File: config.mk
export PLATFORM = sky130hd
export DESIGN_NAME = operand_select_mux
export DESIGN_NICKNAME = d
export VERILOG_FILES = /design/src/rtl/operand_mux_pkg.sv /design/src/rtl/operand_select_mux_word_mux_n.sv /design/src/rtl/operand_select_mux.sv
export SDC_FILE = /design/constraint.sdc
export NUM_CORES = 1
export LEC_CHECK = 0
export ABC_AREA = 1
export ABC_CLOCK_PERIOD_IN_PS = 4600
export BUFFER_PORTS_ARGS = -buffer_cell sky130_fd_sc_hd__buf_4
export CORE_ASPECT_RATIO = 1.2
export CORE_MARGIN = 1.5
export CORE_UTILIZATION = 30
export DETAILED_ROUTE_END_ITERATION = 8
export PLACE_DENSITY_LB_ADDON = 0.05
export SYNTH_ARGS = -nofsm -noshare
export SYNTH_HDL_FRONTEND = slang
export SYNTH_SLANG_ARGS = --single-unit
File: constraint.sdc
create_clock -name clk -period 4.6 [get_ports clk]
set_clock_uncertainty 0.1 [all_clocks]
set_input_delay 0.23 -clock clk [delete_from_list [all_inputs] [get_ports clk]]
set_output_delay 0.23 -clock clk [all_outputs]
set_load 0.1 [all_outputs]
File: src/rtl/operand_mux_pkg.sv
// Shared types and helpers for the ALU operand select multiplexer.
package operand_mux_pkg;

    // Top-level sequencer states
    typedef enum logic [0:0] {
        IDLE = 1'b0,
        SCAN = 1'b1
    } state_e;

    // Select width for a given channel count; never narrower than one bit
    function automatic int unsigned sel_width(input int unsigned n);
        return (n < 2) ? 1 : $clog2(n);
    endfunction

endpackage

File: src/rtl/operand_select_mux_word_mux_n.sv
// Purely combinational CHANNELS:1 multiplexer of WIDTH-bit words.
// Returns zero and deasserts o_hit_c when the select names no channel.
module word_mux_n
    import operand_mux_pkg::*;
#(
    parameter  int unsigned WIDTH    = 4,
    parameter  int unsigned CHANNELS = 16,
    localparam int unsigned SEL_W    = sel_width(CHANNELS)
) (
    input  logic [CHANNELS*WIDTH-1:0] i_data,
    input  logic [SEL_W-1:0]          i_sel,
    output logic [WIDTH-1:0]          o_data_c,
    output logic                      o_hit_c
);

    // One-hot compare per channel; out-of-range selects match nothing
    always_comb begin
        o_data_c = '0;
        o_hit_c  = 1'b0;
        for (int unsigned c = 0; c < CHANNELS; c++) begin
            if (i_sel == SEL_W'(c)) begin
                o_data_c = i_data[c*WIDTH +: WIDTH];
                o_hit_c  = 1'b1;
            end
        end
    end

endmodule

File: src/rtl/operand_select_mux.sv
// Registered N:1 operand multiplexer with valid/ready output stage, an
// automatic scan sequencer covering every channel in order, and a sticky
// illegal-select flag.
// Optional feature macro: OPERAND_SELECT_PARITY_EN adds out_par, the XOR
// reduction of out_data, registered alongside it.
module operand_select_mux
    import operand_mux_pkg::*;
#(
    parameter  int unsigned WIDTH    = 4,
    parameter  int unsigned CHANNELS = 16,
    localparam int unsigned SEL_W    = sel_width(CHANNELS)
) (
    input  logic                      clk,
    input  logic                      rst_n,
    input  logic [CHANNELS*WIDTH-1:0] in_data,
    input  logic [SEL_W-1:0]          sel,
    input  logic                      in_valid,
    output logic                      in_ready,
    input  logic                      start,
    output logic [WIDTH-1:0]          out_data,
    output logic [SEL_W-1:0]          out_chan,
    output logic                      out_valid,
    input  logic                      out_ready,
    output logic                      out_last,
    output logic                      busy,
    output logic                      err_sel
`ifdef OPERAND_SELECT_PARITY_EN
    ,
    output logic                      out_par
`endif
);

    localparam logic [SEL_W-1:0] LAST_CHAN = SEL_W'(CHANNELS - 1);

    state_e           r_state;
    state_e           w_state_nxt;
    logic [SEL_W-1:0] r_cnt;
    logic [WIDTH-1:0] r_out_data;
    logic [SEL_W-1:0] r_out_chan;
    logic             r_out_valid;
    logic             r_out_last;
    logic             r_err_sel;

    logic             w_load;
    logic             w_in_ready;
    logic             w_accept;
    logic             w_scan_beat;
    logic             w_beat;
    logic             w_cnt_last;
    logic             w_hit;
    logic [SEL_W-1:0] w_mux_sel;
    logic [WIDTH-1:0] w_mux_data;

    // Output register may take a new beat when empty or being drained
    assign w_load     = ~r_out_valid | out_ready;
    assign w_cnt_last = (r_cnt == LAST_CHAN);

    word_mux_n #(
        .WIDTH    (WIDTH),
        .CHANNELS (CHANNELS)
    ) u_word_mux (
        .i_data   (in_data),
        .i_sel    (w_mux_sel),
        .o_data_c (w_mux_data),
        .o_hit_c  (w_hit)
    );

    // State register
    always_ff @(posedge clk or negedge rst_n) begin
        if (!rst_n) begin
            r_state <= IDLE;
        end else begin
            r_state <= w_state_nxt;
        end
    end

    // Next-state: start opens a scan, final channel load closes it
    always_comb begin
        w_state_nxt = r_state;
        case (r_state)
            IDLE: begin
                if (start) begin
                    w_state_nxt = SCAN;
                end
            end
            SCAN: begin
                if (w_scan_beat && w_cnt_last) begin
                    w_state_nxt = IDLE;
                end
            end
            default: w_state_nxt = IDLE;
        endcase
    end

    // Output decode: handshake readiness, scan beat strobe and mux select
    always_comb begin
        w_in_ready  = 1'b0;
        w_scan_beat = 1'b0;
        w_mux_sel   = sel;
        case (r_state)
            IDLE: begin
                w_in_ready = w_load & ~start;
            end
            SCAN: begin
                w_scan_beat = w_load;
                w_mux_sel   = r_cnt;
            end
            default: begin
                w_in_ready  = 1'b0;
                w_scan_beat = 1'b0;
            end
        endcase
    end

    assign w_accept = in_valid & w_in_ready;
    assign w_beat   = w_accept | w_scan_beat;

    // Scan channel counter; holds while the output stage is stalled
    always_ff @(posedge clk or negedge rst_n) begin
        if (!rst_n) begin
            r_cnt <= '0;
        end else if ((r_state == IDLE) && start) begin
            r_cnt <= '0;
        end else if (w_scan_beat) begin
            r_cnt <= w_cnt_last ? '0 : r_cnt + SEL_W'(1);
        end
    end

    // One-entry output pipeline register
    always_ff @(posedge clk or negedge rst_n) begin
        if (!rst_n) begin
            r_out_valid <= 1'b0;
            r_out_data  <= '0;
            r_out_chan  <= '0;
            r_out_last  <= 1'b0;
        end else if (w_beat) begin
            r_out_valid <= 1'b1;
            r_out_data  <= w_mux_data;
            r_out_chan  <= w_mux_sel;
            r_out_last  <= w_scan_beat & w_cnt_last;
        end else if (out_ready) begin
            r_out_valid <= 1'b0;
        end
    end

    // Sticky flag for an accepted direct request naming no channel
    always_ff @(posedge clk or negedge rst_n) begin
        if (!rst_n) begin
            r_err_sel <= 1'b0;
        end else if (w_accept && !w_hit) begin
            r_err_sel <= 1'b1;
        end
    end

`ifdef OPERAND_SELECT_PARITY_EN
    logic r_out_par;

    // Parity of the word captured into the output register
    always_ff @(posedge clk or negedge rst_n) begin
        if (!rst_n) begin
            r_out_par <= 1'b0;
        end else if (w_beat) begin
            r_out_par <= ^w_mux_data;
        end
    end

    assign out_par = r_out_par;
`endif

    assign in_ready  = w_in_ready;
    assign out_data  = r_out_data;
    assign out_chan  = r_out_chan;
    assign out_valid = r_out_valid;
    assign out_last  = r_out_last;
    assign busy      = (r_state == SCAN);
    assign err_sel   = r_err_sel;

endmodule

* Word-level counts from Yosys, hierarchy flattened *
Index checks and enable logic that the tools add are counted.

storage, ports and cells
  register bits after elaboration = 16
  bits of input ports = 73
  logic and storage cells = 82

operators by class
  $add $sub $neg = 1
  equal/unequal tests = 16
  mux-type cells = 43
  bitwise operators = 8
  reduce and logical (&&, ||, !) cells = 7

operators with widths
  kind                 number
  $mux 4               20
  $eq 4x4->1 const B   9
  $mux 1               22
  $eq 4x3->1 const B   4
  $eq 4x2->1 const B   2
  $add 4x1->4 const B  1
  $eq 4x1->1 const B   1
  $logic_not 4->1      1
  $reduce_bool 2->1    2
  $and 1x1->1          3
  $logic_and 1x1->1    3
  $not 1->1            3
  $or 1x1->1           2
  $pmux 1 s2           1
  $logic_not 1->1      1

* Logic depth before layout (Yosys ltp) *
Gate-level depths: netlist (run 1).

  word-level depth = 20
  gate-level depth with buffers = 17

* By module *
From an unflattened synthesis (run 1), not the netlist that was laid out.

second synthesis, totals
  cell total of the unflattened synthesis = 243
  area, all modules = 1438.9 um2

modules (own cells, without submodules)
  module              times used  cells an instance  area each (um2)  seq. area each (um2)
  operand_select_mux  1           93                 772.0            400.4
  word_mux_n          1           150                666.9            0.0

* Worst setup path after synthesis (run 1) *
OpenSTA, ideal clock, no wires.

  path kind = register to register
  from = register r_state (netlist: busy)
  to = register r_out_last (netlist: out_last)
  setup time = 129 ps
  arrival = 3918 ps
  required time = 4371 ps
  slack = 453 ps
  cell stages (with the launch flop) = 9
  period minus slack after synthesis = 4147 ps
  cell sequence = dfrtp_1 -> buf_6 -> nor3_1 -> nand2_1 -> nand2_1 -> clkinv_1 -> clkbuf_1 -> nand2_1 -> o21ai_0

on the way
  cells in the longest elaborated chain, start to end = 3

RTL lines
  what                    line                       source
  start, declared         operand_select_mux.sv:35   state_e r_state;
  start signal, assigned  operand_select_mux.sv:73   r_state <= w_state_nxt;
  $mux 1                  operand_select_mux.sv:100  case (r_state)
  named net in_ready      operand_select_mux.sv:18   output logic in_ready,
  $and 1x1->1             operand_select_mux.sv:115  assign w_accept = in_valid & w_in_ready;
  $or 1x1->1              operand_select_mux.sv:116  assign w_beat = w_accept | w_scan_beat;
  end signal, assigned    operand_select_mux.sv:140  r_out_last <= w_scan_beat & w_cnt_last;
  end, declared           operand_select_mux.sv:41   logic r_out_last;

The timed path passes the listed nets, and every way through them passes these cells.
A chain may end at the register's enable or synchronous reset.

* Final worst setup path (run 1) *
  from = register r_state (netlist: busy)
  to = register r_out_data[3] (netlist: out_data[3])

on the way
  cells in the longest elaborated chain, start to end = 18

RTL lines
  what                   line                                 source
  $mux 4                 operand_select_mux.sv:100
  $logic_not 4->1        operand_select_mux_word_mux_n.sv:21  if (i_sel == SEL_W'(c)) begin
  $mux 4 (16 in series)  operand_select_mux_word_mux_n.sv:21
  end signal, assigned   operand_select_mux.sv:138            r_out_data <= w_mux_data;
  end, declared          operand_select_mux.sv:38             logic [WIDTH-1:0] r_out_data;

Several ways; a longest one is shown, not always the timed one.

==> results of run 1 <==
[per-layer routing]
metal | vias up | track usage [%] | routed length, um
met2 | 50 | 29.0 | 2110
met1 | 736 | 22.9 | 1930
met4 | 0 | 5.51 | 51
met5 | - | 0 | 0
met3 | 5 | 1.83 | 301
li1 | 925 | - | -
[synth_stat cells]
cell and instances:
or2_1 1, nand4_1 10, clkbuf_1 2, nor3_1 1, inv_2 4, a21oi_1 12, inv_6 1, xnor2_1 1
nor2_4 6, nor2_2 2, o22ai_1 2, nand3_1 22, nand2_1 69, clkinv_1 1, o21ai_1 2, dfrtp_1 16
buf_6 2, inv_1 32, ha_1 1, nand2_2 5, nor2_1 30, or2_0 1, o211ai_1 1, o21ai_0 8
inv_4 1, nand2_4 6
[power breakdown]
group          leakage (nW)  internal [W]  switching, W  total, W
Combinational         0.954      0.000289      0.000687  0.000975
Clock                0.0288     0.0000760     0.0000494  0.000125
Sequential            0.196      0.000197     0.0000453  0.000242
[through the flow]
stage	power, W	std cells	setup slack [ns]
5_1_grt	0.00147	383	2.24
6_report	0.00134	383	2.50
3_3_place_gp	0.00123	378	2.51
2_1_floorplan	0.00100	239	0.453
3_5_place_dp	0.00123	378	2.48
4_1_cts	0.00136	383	2.48
[state kept, by name, summed over array words and instances, names as in the netlist]
signal and flops:
busy 1, err_sel 1, out_chan 4, out_data 4, out_last 1, out_valid 1
r_cnt 4
[cell families (layout without fill, tap and decap cells)]
logic type                 count (synthesis)  after routing
and+or+nand+nor                          153            153
buffers and inverters                     43            129
AOI/OAI and AO/OA                         25             25
DFF                                       16             16
adders and majority gates                  1              1
xor gates and xnor gates                   1              1
[worst register-to-register path: cells and delay by family, from the launching register on]
kind                   cells  cell delay [ns]
and+or+nand+nor           11             1.28
buffers and inverters      1             0.05
DFF                        1             0.58
[placed cells by master (no fill, tap or decap)]
master,n
o21ai_1,2
clkinv_1,1
nand2_4,6
nand2_2,5
ha_1,1
o21ai_0,8
nor2_4,6
o22ai_1,2
o211ai_1,1
buf_4,85
inv_4,1
nand4_1,10
or2_0,1
nand2_1,69
clkbuf_8,4
inv_2,4
nor2_1,30
nor3_1,1
inv_6,1
nor2_2,2
inv_1,32
dfrtp_1,16
xnor2_1,1
a21oi_1,12
or2_1,1
nand3_1,22
dlygate4sd3_1,1
[cell type report]
| cell class | instances | share of cell area [%] |
|---|---|---|
| multi-input combinational | 180 | 40.1 |
| sequential | 16 | 18.0 |
| clock buffer | 4 | 2.48 |
| tap | 58 | 3.27 |
| timing repair buffer | 86 | 29.2 |
| inverter | 39 | 6.93 |
[worst max-delay path by stage]
stage | from | end
global route | busy | out_data[0]
finish | busy | out_data[3]
floorplan | busy | out_last
global placement | busy | out_data[0]
CTS | busy | out_data[0]
detailed placement | busy | out_data[0]
[timing repair]
action	in CTS	in global routing
hold endpoints to repair	16	0
resized for setup	0	0
hold buffers	1	0
==> key figures, run 1 <==
Timing
  • Final worst-path cycle share: 45.6%
  • Worst-Margin Slew: 0.548 ns
  • Hold WS: 0.0540 ns
  • Final Setup Violations: 0
  • Fin Setup TNS: 0 ns
  • Fmax achieved: 477 MHz
  • Max-slew violations: 0
  • Minimum clock period: 2.10 ns
  • Final hold vios: 0
  • Unrepaired setup endpoints after global routing: no
  • Slew HR: 63.4%

Setup path
  • FF-to-FF Start: busy
  • Cells along the critical path: nand2_1 -> nand2_4 -> inv_4 -> nor2_1 -> nand2_1 -> or2_1 -> nand2_1 -> nand4_1 -> nor2_1 -> nand3_1 -> nand2_1 -> nand2_1
  • Critical Path Fanout Max: 11
  • Crit path largest cell delay: 0.58 ns
  • Required @ worst endpoint: 4.65 ns
  • Reg2Reg Setup Slack: 2.50 ns
  • CP Buf/Inv Count: 1
  • CP dominant cell by count: nand2_1
  • Crit Path Category: reg2reg
  • Critical Path Source Type: register
  • R2R depth: 12
  • Worst path top cell family by delay: simple AND/OR/NAND/NOR gates
  • Stages on worst setup path: 12
  • Slowest library cell on the worst path: dfrtp_1
  • Crit. End Element: register
  • Worst EP arrival: 2.15 ns
  • R2R Path End: out_data[3]

Power
  • Pleak: 1.18 nW
  • Cell Pwr Density: 604 mW/mm2
  • Max VDD drop: 0.000379 V

Floorplan
  • Die footprint: 0.00535 mm2
  • Number of I/O pins: 86
  • Core ar.: 0.00466 mm2
  • # rows: 27
  • Die H: 79.9 um
  • Initial core utilization: 31.7%
  • Die X: 67.0 um

Final layout
  • Post-layout util: 47.7%
  • Layout cells sized above 1: 35.1%
  • # diodes: 0
  • Multi-input gate area in the final layout: 892 um2
  • Synth-to-layout area growth: 50.5%
  • Final instance area: 0.00222 mm2
  • FILL cells: 522
  • Final nets: 400
  • Reg area: 400 um2

Routing
  • Wire per inst: 11.5 um
  • Antenna viol nets, final: 0
  • Total wire length: 4400 um
  • First-pass DRT Iterations: 4
  • Vias: 1716
  • Initial drt markers: 91
  • Residual DRC: 0
  • Vias per cell: 4.48

Outcome
  • Status: complete, no violations

Clock tree
  • CTS tree: built
  • Clock Latency Late Sink: 0.25 ns
  • Root buf cell: clkbuf_8
  • CTS buffer count: 3
  • Setup repair bufs after CTS: 0
  • Clock Sinks: 16
  • Clock Path Buffers: 2
  • Clock edge transition at the registers on the reported setup and hold paths: 0.07 ns
  • H-Tree Depth: 1

Placed design
  • Area after DPL: 0.00216 mm2
  • Routability Congestion: 0.800
  • Post-DP HPWL: 3640 um
  • PortBufs: 85

Synthesis
  • Sequential area share after synthesis: 27.1%
  • Syn_nets: 313
  • Synth top area cells: dfrtp_1, nand2_1, inv_1
  • Main combinational cell family by area after synthesis: simple AND/OR/NAND/NOR gates
  • Largest area contributor in the netlist: dfrtp_1
  • Multiplexer area fraction after synthesis: 0%
  • Synth Area in Simple Gates: 50.2%
  • Synth Area in Compound Gates: 8.81%
  • Synth unique cells: 26
  • Syn_area_per_cell: 6.18 um2
  • YS warnings: 0
  • Register bit total from synthesis: 16
  • Xor/xnor share of the synthesized area: 0.593%
  • Mapped Cells: 239
  • Adder-cell share of the synthesized area: 0.847%
  • Yosys top cell area share: 27.1%
  • Netlist Area Pre-Place: 0.00148 mm2

Min path
  • Hold Path Cell Cnt: 2
  • Hold crit path type: in2reg
  • Min-Delay Endpoint: out_valid
  • Hold path start: out_ready

Global route
  • Largest net degree at the start of global routing: 19
  • Vias in the first global route: 1591
  • GRT overflow: 0
  • GRT Overall Usage: 17.3%
  • Global-route wire length before repair: 7260 um
  • Antenna violations before repair: 0

Run
  • Max Cap Violations: 0
No activity file was read; power rests on OpenSTA's default activity.
==> inputs of run 2 (changes only) <==
- ABC_CLOCK_PERIOD_IN_PS: 4600 -> 1800
- clock period: 4.6 -> 1.8 ns (I/O delays scaled with it)
==> run 2 against run 1 <==
Net effect:
- count of clock-buffer cells in the layout unchanged
- worst hold slack lost 0.033 ns
- via count grew 4.5%
- global-route usage shrank 0.55 points
- design area grew 8.8%
- the run now ends with setup timing left
- cell count increased by 5.7%
- sequential power is 150% higher
- power grew to 2.8 times the previous value
- core utilization up 4.2 points
- non-clock buffer count is 21 higher
==> key figures, run 2 (synthesis results as in run 1) <==
Setup path
  • R2R Path End: out_data[0]
  • Crit. End Element: register
  • Worst path top cell family by delay: simple AND/OR/NAND/NOR gates
  • Cells along the critical path: nand2_1 -> nand2_4 -> inv_4 -> nand2_4 -> nor2_4 -> inv_2 -> or2_0 -> nand2_1 -> nand4_1 -> nor2_1 -> nand4_1 -> nand2_1 -> nand2_1
  • Crit path largest cell delay: 0.54 ns (-0.04 ns)
  • Crit Path Category: reg2reg
  • R2R depth: 13 (+1)
  • Slowest library cell on the worst path: dfrtp_4
  • Critical Path Fanout Max: 8 (-3)
  • CP Buf/Inv Count: 2 (+1)
  • Worst EP arrival: 2.08 ns (-0.07 ns)
  • CP dominant cell by count: nand2_1
  • Reg2Reg Setup Slack: -0.24 ns (-2.74 ns)
  • Critical Path Source Type: register
  • Required @ worst endpoint: 1.84 ns (-2.81 ns)
  • CP Launch Point: busy
  • FF-to-FF Start: busy

Clock tree
  • H-Tree Depth: 1 (unchanged)
  • Clock Sinks: 16 (unchanged)
  • Root buf cell: clkbuf_8
  • CTS buffer count: 3 (unchanged)
  • Clock edge transition at the registers on the reported setup and hold paths: 0.06 ns (about the same)
  • Clock Latency Late Sink: 0.25 ns (about the same)
  • Clock Path Buffers: 2 (unchanged)
  • CTS tree: built

Power
  • Sequential power share: 16.0% (-2.0 points)
  • Switching part of the total: 55.8% (-2.3 points)
  • Logic pwr share: 75.6% (+3.0 points)
  • P_int: 0.00164 W (+190%)
  • Max VDD drop: 0.00108 V (+190%)
  • Pleak: 1.29 nW (+9.4%)
  • Psw: 0.00208 W (+170%)
  • Clock power frac: 8.5% (-0.8 points)
  • Cell Pwr Density: 1540 mW/mm2 (+150%)

Final layout
  • Synth-to-layout area growth: 63.8%
  • Final instance area: 0.00242 mm2 (+8.8%)
  • Most common cell after layout, fill and taps aside: buf_4
  • Reg area: 405 um2 (+1.3%)
  • FILL cells: 484 (-7.3%)
  • # diodes: 0 (unchanged)
  • Layout cells sized above 1: 41.2% (+6.1 points)
  • Commonest cells after routing, fill and taps aside: buf_4, nand2_1, inv_1, nor2_1, nand3_1
  • Post-layout util: 51.9% (+4.2 points)
  • Final nets: 422 (+5.5%)
  • Multi-input gate area in the final layout: 920 um2 (+3.1%)

Timing
  • Slew HR: 77.0% (+14 points)
  • Final worst-path cycle share: 113% (+68 points)
  • Worst-Margin Slew: 0.344 ns (-0.204 ns)
  • Max-slew violations: 0 (unchanged)
  • Fmax achieved: 489 MHz (+2.7%)
  • Minimum clock period: 2.04 ns (-0.0552 ns)
  • Hold WS: 0.0209 ns (-0.0330 ns)
  • Final hold vios: 0 (unchanged)
  • Fin Setup TNS: -0.778 ns (-0.778 ns)
  • Unrepaired setup endpoints after global routing: yes
  • Final Setup Violations: 4 (+4)
  • Final worst slack: -0.243 ns (-2.74 ns)

Routing
  • Total wire length: 4590 um (+4.5%)
  • Residual DRC: 0 (unchanged)
  • Antenna viol nets, final: 0 (unchanged)
  • Initial drt markers: 62 (-32%)
  • First-pass DRT Iterations: 4 (unchanged)
  • Vias per cell: 4.43 (-1.1%)
  • Wire per inst: 11.3 um (-1.2%)
  • Vias: 1794 (+4.5%)

Global route
  • Antenna violations before repair: 0 (unchanged)
  • GRT Overall Usage: 16.8% (-0.55 points)
  • Global-route wire length before repair: 6980 um (-3.8%)
  • Vias in the first global route: 1709 (+7.4%)
  • Largest net degree at the start of global routing: 19 (unchanged)
  • GRT overflow: 0 (unchanged)

Floorplan
  • Core ar.: 0.00466 mm2 (unchanged)
  • # rows: 27 (unchanged)
  • Die H: 79.9 um (unchanged)
  • Die footprint: 0.00535 mm2 (unchanged)
  • Initial core utilization: 31.7% (unchanged)
  • Number of I/O pins: 86 (unchanged)
  • Die X: 67.0 um (unchanged)

Placed design
  • Area after DPL: 0.00232 mm2 (+7.4%)
  • Post-DP HPWL: 3810 um (+4.5%)
  • PortBufs: 85 (unchanged)
  • Routability Congestion: 0.765 (-4.3%)

Min path
  • Hold path start: start
  • Hold Path Cell Cnt: 3 (+1)
  • Min-Delay Endpoint: busy
  • Hold crit path type: in2reg

Outcome
  • Failing checks: setup timing
  • Status: complete, but fails checks

Run
  • Max Cap Violations: 0 (unchanged)
==> run 2: routing by layer <==
metal	vias up	GRT usage, %	share of wire (%)
li1	968	-	-
met1	769	19.5	43
met2	53	30.8	50
met3	4	2.12	6.4
met4	0	5.51	0.98
met5	-	0	0
==> run 2: metrics by stage <==
step                      std cells  setup slack, ns  total power, W
final                           405           -0.243         0.00373
after global routing            405           -0.410         0.00403
after global placement          397           -0.249         0.00339
after detailed placement        397           -0.252         0.00340
after CTS                       404           -0.245         0.00375
after floorplan                 239           -0.637         0.00259
==> run 2: worst reg2reg max path: cells and delay by family (launching register included) <==
family | cells | cell delay, ns
buffers and inverters | 2 | 0.14
AND/OR/NAND/NOR | 11 | 1.16
flip-flops | 1 | 0.54
==> run 2: worst max path at each step <==
stage / endpoint / slack (ns) / cells past startpoint
global placement: out_data[0] / -0.25 / 13
finish: out_data[0] / -0.24 / 13
CTS: out_data[0] / -0.25 / 13
global route: out_data[0] / -0.41 / 13
floorplan: out_last / -0.64 / 8
detailed placement: out_data[0] / -0.25 / 13
==> run 2: final cells by class <==
type | instances | share of cell area, %
clock buffer | 4 | 2.28
inverter | 39 | 6.52
multi-input combinational | 181 | 38.0
sequential | 16 | 16.8
tap | 58 | 3.00
timing repair buffer | 107 | 33.4
==> run 2: what timing repair did <==
action                                  in CTS  in global routing
pin swaps                                    4                  4
cloned                                       0                  1
endpoints found under the setup margin       4                  4
hold buffers                                 2                  0
gates resized for setup                      3                  2
hold endpoints to repair                    17                  0
buffers inserted                             1                  0
==> run 2: power groups by stage <==
| stage | registers [W] | logic (W) | clock network, W |
|---|---|---|---|
| 3_3_place_gp | 0.000606 | 0.00278 | 0 |
| 3_5_place_dp | 0.000601 | 0.00280 | 0 |
| 5_1_grt | 0.000618 | 0.00307 | 0.000340 |
| 6_report | 0.000595 | 0.00282 | 0.000315 |
| 2_1_floorplan | 0.00128 | 0.00131 | 0 |
| 4_1_cts | 0.000598 | 0.00283 | 0.000329 |
==> inputs of run 3 (changes only) <==
- CORE_MARGIN: 1.5 -> 2
==> run 3 against run 2 <==
Net effect:
- the run still ends with setup timing left
- core utilization decreased by 0.16 points
- design area decreased by 0.31%
- sequential share of layout area increased by 0.052 points
- combinational power is 2% lower
- power down 1.1%
- die area increased by 2.8%
==> key figures, run 3 (synthesis results as in run 1) <==
Outcome
  • Status: complete, but fails checks
  • Failing checks: setup timing

Routing
  • Total wire length: 4480 um (-2.4%)
  • Met3 wire length: 360 um (+22%)
  • Initial drt markers: 54 (-13%)
  • Max Used Layer: met4
  • Residual DRC: 0 (unchanged)
  • Antenna viol nets, final: 0 (unchanged)
  • Met1 WL: 1850 um (-6.0%)
  • First-pass DRT Iterations: 4 (unchanged)
  • Wire per inst: 11.1 um (-1.9%)
  • WL met2: 2230 um (-2.6%)
  • Vias: 1793 (-0.056%)
  • Vias per cell: 4.45 (+0.44%)

Min path
  • Hold Path Cell Cnt: 3 (unchanged)
  • Hold crit path type: in2reg

Global route
  • Global-route wire length before repair: 7130 um (+2.2%)
  • Vias in the first global route: 1702 (-0.41%)
  • Largest net degree at the start of global routing: 19 (unchanged)
  • Antenna violations before repair: 0 (unchanged)
  • GRT Overall Usage: 16.7% (-0.073 points)
  • GRT overflow: 0 (unchanged)

Power
  • Sequential power share: 16.2% (+0.2 points)
  • Pleak: 1.29 nW (+0.27%)
  • P_int: 0.00163 W (-0.77%)
  • Cell Pwr Density: 1530 mW/mm2 (-0.80%)
  • Psw: 0.00205 W (-1.4%)
  • Max VDD drop: 0.00102 V (-5.4%)
  • Switching part of the total: 55.7% (-0.15 points)
  • Total power: 0.00368 W (-1.1%)
  • Logic pwr share: 75.1% (-0.5 points)
  • Clock power frac: 8.7% (+0.2 points)

Clock tree
  • Clock Path Buffers: 2 (unchanged)
  • Root buf cell: clkbuf_8
  • Clock edge transition at the registers on the reported setup and hold paths: 0.06 ns (about the same)
  • Clock Latency Late Sink: 0.25 ns (about the same)
  • CTS tree: built
  • CTS buffer count: 3 (unchanged)
  • Clock Sinks: 16 (unchanged)
  • H-Tree Depth: 1 (unchanged)

Timing
  • Worst-Margin Slew: 0.371 ns (+0.0277 ns)
  • Minimum clock period: 2.01 ns (-0.0297 ns)
  • Fmax achieved: 497 MHz (+1.5%)
  • Max-slew violations: 0 (unchanged)
  • Final worst slack: -0.213 ns (+0.0297 ns)
  • Slew HR: 75.2% (-1.9 points)
  • Final Setup Violations: 4 (unchanged)
  • Final hold vios: 0 (unchanged)
  • Unrepaired setup endpoints after global routing: yes
  • Fin Setup TNS: -0.674 ns (+0.104 ns)
  • Final worst-path cycle share: 112% (-1.7 points)

Floorplan
  • Initial core utilization: 31.7% (unchanged)
  • Die H: 80.9 um (+1.3%)
  • Die X: 68.0 um (+1.5%)
  • Number of I/O pins: 86 (unchanged)
  • Die footprint: 0.00550 mm2 (+2.8%)
  • # rows: 27 (unchanged)
  • Core ar.: 0.00466 mm2 (unchanged)

Setup path
  • Crit Path Category: reg2reg
  • Crit. End Element: register
  • Critical Path Fanout Max: 8 (unchanged)
  • Worst EP arrival: 2.06 ns (-0.02 ns)
  • Critical Path Source Type: register
  • Required @ worst endpoint: 1.84 ns (about the same)
  • R2R depth: 13 (unchanged)
  • Reg2Reg Setup Slack: -0.21 ns (+0.03 ns)

Placed design
  • Routability Congestion: 0.792 (+3.5%)
  • Area after DPL: 0.00231 mm2 (-0.32%)
  • PortBufs: 85 (unchanged)
  • Dpl cells: 396 (-0.25%)
  • Post-DP HPWL: 3730 um (-2.0%)

Run
  • Max Cap Violations: 0 (unchanged)

Final layout
  • Final instance area: 0.00241 mm2 (-0.31%)
  • Most common cell after layout, fill and taps aside: buf_4
  • FILL cells: 504 (+4.1%)
  • Synth-to-layout area growth: 63.3%
  • Layout cells sized above 1: 40.6% (-0.63 points)
  • # diodes: 0 (unchanged)
  • Final nets: 420 (-0.47%)
  • Commonest cells after routing, fill and taps aside: buf_4, nand2_1, inv_1, nor2_1, nand3_1
  • Fin cells: 403 (-0.49%)
==> run 3: cell count changes in the layout (fill, tap and decap cells not counted), sizes merged <==
cell    previous run  this run
clkinv             1         0
nor2              39        38
buf              105       104
inv               38        39
==> run 3: area by class of cell <==
| cell class | count | area, um2 | share of cell area [%] |
|---|---|---|---|
| clock buffer | 4 | 55.1 | 2.28 |
| inverter | 39 | 159 | 6.59 |
| multi-input combinational | 180 | 918 | 38.1 |
| sequential | 16 | 405 | 16.8 |
| tap | 58 | 72.6 | 3.01 |
| timing repair buffer | 106 | 801 | 33.2 |
==> run 3: final timing paths <==
path	from	endpoint
max	busy	out_data[0]
min	start	busy
max reg2reg	busy	out_data[0]
min reg2reg	err_sel	err_sel
max in group asynchronous	rst_n	busy
min in group asynchronous	rst_n	r_cnt[2]
==> run 3: power groups by stage <==
stage	Clock (W)	Sequential (W)	Combinational (W)
after detailed placement	0	0.000600	0.00277
after global routing	0.000343	0.000620	0.00305
final	0.000319	0.000598	0.00277
after global placement	0	0.000604	0.00276
after CTS	0.000327	0.000597	0.00280
after floorplan	0	0.00128	0.00131
==> run 3: timing repair <==
item | CTS | global route
endpoints found under the hold margin | 17 | 0
resized for setup | 2 | 4
cloned | 0 | 0
hold buffers | 2 | 0
buffers inserted | 1 | 0
pin swaps | 0 | 1
setup endpoints to repair | 4 | 8
==> run 3: routing by layer <==
layer / global-route usage, % / vias to the layer above
met5: 0 / -
met4: 5.20 / 0
met3: 2.08 / 4
met2: 30.2 / 63
met1: 20.1 / 761
li1: - / 965
==> run 3: metrics by stage <==
| step | utilization (%) | worst slack [ns] | hold slack (ns) |
|---|---|---|---|
| floorplan | - | -0.637 | -0.306 |
| global placement | 49.5 | -0.224 | -0.137 |
| detailed placement | 49.5 | -0.224 | -0.140 |
| CTS | 51.5 | -0.214 | 0.0117 |
| global route | 51.7 | -0.416 | 0.0288 |
| finish | 51.7 | -0.213 | 0.0222 |
==> run 3: worst max-delay path, cell delays in order (launching register included) <==
cell and delay [ns]:
dfrtp_4 0.54, nand2_1 0.13, nand2_4 0.08, nor2_4 0.12, inv_2 0.06, nor2_4 0.13, inv_2 0.06, or2_0 0.19
nand2_1 0.08, nand4_1 0.07, nor2_1 0.11, nand4_1 0.10, nand2_1 0.08, nand2_1 0.05
